<file path="config.mk">
export PLATFORM = sky130hd
export DESIGN_NAME = bitcount_scheduler
export DESIGN_NICKNAME = d
export VERILOG_FILES = /design/src/rtl/bitcount_scheduler.sv
export SDC_FILE = /design/constraint.sdc
export NUM_CORES = 1
export LEC_CHECK = 0
export ABC_AREA = 1
export BUFFER_PORTS_ARGS = -buffer_cell sky130_fd_sc_hd__buf_2
export CAP_MARGIN = 40
export CORE_AREA = 10 10 49 80
export DETAILED_ROUTE_END_ITERATION = 8
export DIE_AREA = 0 0 59 90
export PLACE_DENSITY_LB_ADDON = 0.15
export SYNTH_ARGS = -nofsm -noshare
export SYNTH_HDL_FRONTEND = slang
export SYNTH_SLANG_ARGS = --single-unit
</file>
<file path="constraint.sdc">
create_clock -name clock -period 2.58 [get_ports clock]
set_clock_uncertainty 0.2 [all_clocks]
set_input_delay 0 -clock clock [delete_from_list [all_inputs] [get_ports clock]]
set_output_delay 0 -clock clock [all_outputs]
set_load 0.005 [all_outputs]
</file>
<file path="src/rtl/bitcount_scheduler.sv">
// Round-robin scheduler that time-shares one ones-counting datapath among N_REQ requesters.
// The winner's operand is steered onto data_A and the datapath is stepped until A runs out of ones.
module bitcount_scheduler #(
    parameter int N_REQ  = 4,
    parameter int DATA_W = 8,
    parameter int CNT_W  = 4,
    parameter int IDX_W  = $clog2(N_REQ)
) (
    input  logic                    clock,
    input  logic                    reset,
    input  logic [N_REQ-1:0]        req,
    input  logic [N_REQ*DATA_W-1:0] req_data,
    output logic [N_REQ-1:0]        ack,
    output logic [CNT_W-1:0]        resp_result,
    output logic [IDX_W-1:0]        resp_id,
    output logic                    busy,
    output logic [DATA_W-1:0]       data_A,
    output logic                    load_A,
    output logic                    result_zero,
    output logic                    rightshift_A,
    output logic                    incr_result,
    input  logic                    z,
    input  logic                    a0,
    input  logic [CNT_W-1:0]        result
);

    typedef enum logic [1:0] {IDLE, COUNT, DONE} state_t;

    state_t                       state, state_next;
    logic [IDX_W-1:0]             grant_id, grant_next;
    logic [IDX_W-1:0]             rr_ptr, rr_next;
    logic [N_REQ-1:0][DATA_W-1:0] opnd;
    logic [IDX_W-1:0]             win_id, cand, sel_id;
    logic                         win_found;
    int                           slot;

    genvar gi;
    generate
        for (gi = 0; gi < N_REQ; gi++) begin : g_opnd
            assign opnd[gi] = req_data[gi*DATA_W +: DATA_W];
        end
    endgenerate

    // Scan downward from the farthest slot so the nearest requester at or after rr_ptr wins.
    always_comb begin
        win_found = 1'b0;
        win_id    = rr_ptr;
        cand      = '0;
        slot      = 0;
        for (int j = N_REQ-1; j >= 0; j--) begin
            slot = int'(rr_ptr) + j;
            if (slot >= N_REQ) slot = slot - N_REQ;
            cand = IDX_W'(slot);
            if (req[cand]) begin
                win_found = 1'b1;
                win_id    = cand;
            end
        end
    end

    assign sel_id = (state == IDLE) ? win_id : grant_id;
    assign data_A = opnd[sel_id];

    always_comb begin
        state_next   = state;
        grant_next   = grant_id;
        rr_next      = rr_ptr;
        load_A       = 1'b0;
        result_zero  = 1'b0;
        rightshift_A = 1'b0;
        incr_result  = 1'b0;
        ack          = '0;
        resp_id      = '0;
        resp_result  = '0;
        busy         = 1'b0;
        case (state)
            IDLE: begin
                if (win_found) begin
                    load_A      = 1'b1;
                    result_zero = 1'b1;
                    grant_next  = win_id;
                    state_next  = COUNT;
                end
            end
            COUNT: begin
                busy = 1'b1;
                if (z) begin
                    state_next = DONE;
                end else begin
                    rightshift_A = 1'b1;
                    incr_result  = a0;
                end
            end
            DONE: begin
                busy          = 1'b1;
                ack[grant_id] = 1'b1;
                resp_id       = grant_id;
                resp_result   = result;
                rr_next       = (grant_id == IDX_W'(N_REQ-1)) ? '0 : grant_id + IDX_W'(1);
                state_next    = IDLE;
            end
            default: state_next = IDLE;
        endcase
        // Quiet everything during reset so an aborted job can never produce an ack or strobe.
        if (reset) begin
            load_A       = 1'b0;
            result_zero  = 1'b0;
            rightshift_A = 1'b0;
            incr_result  = 1'b0;
            ack          = '0;
            resp_id      = '0;
            resp_result  = '0;
            busy         = 1'b0;
        end
    end

    always_ff @(posedge clock) begin
        if (reset) begin
            state    <= IDLE;
            grant_id <= '0;
            rr_ptr   <= '0;
        end else begin
            state    <= state_next;
            grant_id <= grant_next;
            rr_ptr   <= rr_next;
        end
    end

endmodule

</file>
Word-level counts from Yosys, hierarchy flattened --
Cells that the tools add are included.
Word-level totals: flip-flop bits (word level) 6, input port bits 44, output and inout port bits 23, logic and storage cells 78
Cells by class: $add $sub $neg 8, magnitude comparators 11, equal/unequal tests 5, mux-type cells 46, reduce and logical (&&, ||, !) cells 5
Operators with widths (number):
- 2-bit two-way mux | 14
- 1-bit two-way mux | 20
- 2-bit by 3-bit < comparator with 1-bit output (second input constant) | 6
- 8-bit binary-select mux with 2-bit select | 1
- 4-bit two-way mux | 4
- 3-bit >= comparator (second input constant) | 3
- 1-bit binary-select mux with 2-bit select | 4
- 8-bit two-way mux | 1
- 2-bit by 1-bit subtractor with 2-bit output (second input constant) | 4
- 2-bit by 2-bit adder with 3-bit output (second input constant) | 2
- 2-bit equality test (second input constant) | 2
- 2-bit inequality test (second input constant) | 2
- 2-bit one-hot mux with 2 select lines | 1
- 2-bit AND reduction | 2
- 2-bit by 1-bit adder with 3-bit output (second input constant) | 1
- 2-bit by 3-bit >= comparator with 1-bit output (second input constant) | 1
- 2-bit by 1-bit adder with 2-bit output (second input constant) | 1
- 1-bit demux with 2-bit select | 1
- 2-bit by 1-bit equality test with 1-bit output (second input constant) | 1
- 2-bit by 1-bit >= comparator with 1-bit output (second input constant) | 1
- 2-bit logical NOT | 1
- 2-bit OR reduction | 1
- 1-bit logical AND | 1

Logic depth before layout (Yosys ltp) --
depth after elaboration 12, gate-level depth with buffers 16, gate-level depth less buffers 14

Least setup slack after synthesis --
No wires, ideal clock.
path type flip-flop to output port, from reg state[0], to out data_A[1], arrival time 1475 ps, data required time 2380 ps, slack 905 ps, cell stages (with the launch flop) 9, path buffers 1, path through dfxtp_1 -> inv_1 -> ha_1 -> inv_1 -> nand2_2 -> clkbuf_1 -> nand3_1 -> nand3_1 -> nand2_1
Between the ends: word-level cells in the longest chain between the ends 4
Ends and longest elaborated chain:
- start: declaration | line 29 | state_t state, state_next;
- start signal: assignment | line 123 | state <= state_next;
- 2-bit logical NOT | line 61 | assign sel_id = (state == IDLE) ? win_id : grant_id;
- 2-bit two-way mux | line 61
- 8-bit binary-select mux with 2-bit select | line 62 | assign data_A = opnd[sel_id];
- 8-bit two-way mux (not written as such) | line 62
- end: declaration | line 17 | output logic [DATA_W-1:0] data_A,
No other way between the ends. The select of a mux whose other input is x is not followed.

Final worst setup path --
from reg rr_ptr[0], to out data_A[7]
Between the ends: word-level cells in the longest chain between the ends 12, elaborated cells between the ends (all ways) 30, classes of those cells add/sub: 7; order compare: 4; mux: 19
Ends and longest elaborated chain:
- start: declaration | line 31 | logic [IDX_W-1:0] rr_ptr, rr_next;
- start signal: assignment | line 125 | rr_ptr <= rr_next;
- 2-bit by 2-bit adder with 3-bit output | line 51 | slot = int'(rr_ptr) + j;
- 3-bit >= comparator / 2-bit by 1-bit subtractor with 2-bit output (equally long branches) | line 52 | if (slot >= N_REQ) slot = slot - N_REQ;
- 2-bit two-way mux | line 52
- 1-bit binary-select mux with 2-bit select | line 54 | if (req[cand]) begin
- 1-bit two-way mux (not written as such) | line 54
- 2-bit two-way mux (3 in series) | line 54
- 2-bit two-way mux (*) | line 54
- 2-bit two-way mux (*) | line 61
- 8-bit binary-select mux with 2-bit select (*) | line 62
- 8-bit two-way mux (not written as such) (*) | line 62
Mark *: on every way between the ends. The rest lies on a longest branch, timed or not. The select of a mux whose other input is x is not followed.

==> impl_metrics.toml <==
[outcome]
outcome = "completed"

[drt]
post-route-drc-count = 0
drt_pre_antenna_iters = 4
route.detailed.vias_per_inst = 4.76
detail_route.iter0.violations = 33
postRouteAntennaNets = 0
routed_wirelength_microns = 3800
vias = 1470
drt-wirelength-per-cell_microns = 12.3

[pwr]
irDropWorstVdd_v = 0.000876
power_per_cell_area_nw_per_um2 = 1270
total_power_mw = 2.00
total_leakage_power_nw = 1.02

[critical_path]
path_class = "reg -> out"
path_cells = "nand2_1 -> nand2_2 -> nand2_2 -> nand2_2 -> inv_2 -> nand2_2 -> nand2_2 -> nand2_2 -> nand3_4 -> nand2_4 -> nand2_1 -> nand3_1 -> nand2_1 -> buf_2"
required_ps = 2380
critical-path-slowest-cell = "dfxtp_2"
timing.critical_path.slowest_cell_delay_ps = 450
crit_path_start_kind = "flip-flop"
crit_buf_inv = 2
cp_top_family = "simple AND/OR/NAND/NOR gates"
critical-path-top-cell-by-count = "nand2_2"
critical_path_arrival_ps = 2090
endpoint_kind = "primary output"
critical_path.max_fanout = 17

[synthesis]
synth-main-ff-cell = "dfxtp_1"
syn-num-nets = 271
synth.yosys.warnings = 0
synth-seq-cells = 6
synthesized_netlist_cell_count = 218
yosysUniqueCellTypes = 25
synth_async_sr_flop_share_pct = 0
synth.avg_cell_area_sq_um = 5.53
fraction_of_the_yosys_area_taken_by_sequential_cells_pct = 9.96
synth-edff-count = 0
synth_area_sq_um = 1210

[sta]
hold_slack_ps = 92.3
share_of_the_clock_period_used_by_the_worst_path_pct = 88.9
rsz0062_at_grt = "false"
finalHoldViolations = 0
normalized_max_slew_margin_pct = 74.6
worst-slew-pin-transition_ps = 379
setup_total_negative_slack_ps = 0
final.min_clock_period_ps = 2290
finalSetupViolCount = 0
max_freq_ghz = 0.436
finalMaxSlewViolations = 0

[grt]
grt_antenna_before_repair = 0
track_usage_pct = 14.4
grt_overflow = 0
global_route_wire_length_before_repair_microns = 6360
first_global_vias = 1475
grt_max_degree = 18

[floorplanning]
width_of_the_die_microns = 59
fp-row-count = 25
die_height_microns = 90
placeableCoreArea_sq_um = 2630
initial_core_util_pct = 45.9
io_pins = 67
die_area_sq_um = 5310

[clocking]
cts_buffers = 3
tritoncts = "yes"
cts_buffer_depth = 2
clk_transition_reported_paths_ps = 40
worstSkewPairLatency_ps = 220
postCtsSetupBuffers = 0
clock_sinks = 6
cts-root-buf = "clkbuf_8"
h-tree-depth = 1

[placed_design]
port_buffers = 66
post-dp-hpwl_microns = 3280
routability_congestion_estimate_from_global_placement = 0.901

[final_layout]
drive_gt1_share_pct = 36.5
diodes = 0
commonest_cells_after_routing_fill_and_taps_aside = "buf_2, inv_1, nand2_1, nand3_1, nand2_2"
syn_to_final_growth_pct = 30.6
final.fill_count = 287
final_core_util_pct = 60.0
mostFrequentLayoutCell = "buf_2"
num-nets-final = 337

[worst_hold_path]
min-delay-path-class = "in -> out"

[run]
max_cap_violations = 0
-- power breakdown --
| part | internal, mW | switching [mW] |
|---|---|---|
| combinational | 0.626 | 1.05 |
| clock | 0.100 | 0.0428 |
| sequential | 0.135 | 0.0497 |
| total | 0.861 | 1.14 |
-- timing repair --
action / in CTS / in global routing
gates resized for setup: 0 / 1
hold buffers: 2 / 0
hold endpoints to repair: 3 / 0
endpoints found under the setup margin: 0 / 8
-- worst reg2reg max path, cell delays in order, from the launching register on --
cell and delay (ps):
dfxtp_2 450, inv_8 70, nand2_1 80, nand2_2 70
nand2_2 70, nand2_2 60, nor2_1 90, nand2_1 80
o22ai_1 220, o21ai_0 120, a21oi_1 120
-- metal layers --
metal  track usage, %  part of all wire (%)
met1             12.3                    34
met2             28.3                    57
met3             3.38                   6.5
met4             6.54                   2.4
met5                0                     0
-- cells by family (layout without fill, tap and decap cells) --
| group | Yosys count | count (layout) | synth area share (%) |
|---|---|---|---|
| and+or+nand+nor | 130 | 130 | 52.4 |
| buffers and inverters | 60 | 124 | 21.9 |
| AOI/OAI and AO/OA | 13 | 13 | 6.43 |
| adders and majority gates | 9 | 9 | 9.34 |
| DFF | 6 | 6 | 9.96 |
-- worst paths after layout --
check | start | end | slack, ps | depth (start not counted)
worst min-delay path | a0 | incr_result | 90 | 3
worst max register to register | rr_ptr[0]$_SDFFE_PP0N_ | state[0]$_SDFFE_PP0P_ | 880 | 10
worst max-delay path | rr_ptr[0]$_SDFFE_PP0N_ | data_A[7] | 290 | 14
worst min register to register | grant_id[0]$_SDFFE_PP0P_ | grant_id[0]$_SDFFE_PP0P_ | 360 | 2
-- stage by stage --
| stage | setup WS (ps) | instance area, sq um | std cells |
|---|---|---|---|
| after floorplan | 905 | 1210 | 218 |
| after global placement | 383 | 1510 | 304 |
| after detailed placement | 345 | 1510 | 304 |
| after CTS | 101 | 1570 | 309 |
| after global routing | 74.8 | 1580 | 309 |
| final | 286 | 1580 | 309 |
-- layout make-up --
| type | instances | area, sq um | share of cell area (%) |
|---|---|---|---|
| multi-input cells | 152 | 822 | 52.2 |
| repair buffers | 68 | 350 | 22.2 |
| inverters | 53 | 206 | 13.1 |
| well taps | 27 | 33.8 | 2.14 |
| flip-flops and latches | 6 | 121 | 7.70 |
| clock buffers | 3 | 41.3 | 2.62 |
-- sequential cells by signal, indices dropped and copies added (netlist names) --
| register | count |
|---|---|
| rr_ptr | 2 |
| grant_id | 2 |
| state | 2 |
-- cell usage after synthesis, types with 2 or more instances --
cell type / instances / area [sq um]
a21oi_1: 5 / 25.0
buf_4: 2 / 15.0
clkbuf_1: 3 / 11.3
dfxtp_1: 6 / 120
ha_1: 9 / 113
inv_1: 49 / 184
inv_2: 2 / 7.51
nand2_1: 47 / 176
nand2_2: 26 / 163
nand3_1: 38 / 190
nor2_1: 14 / 52.6
o21ai_0: 4 / 20.0
No activity file was read; power rests on OpenSTA's default activity.
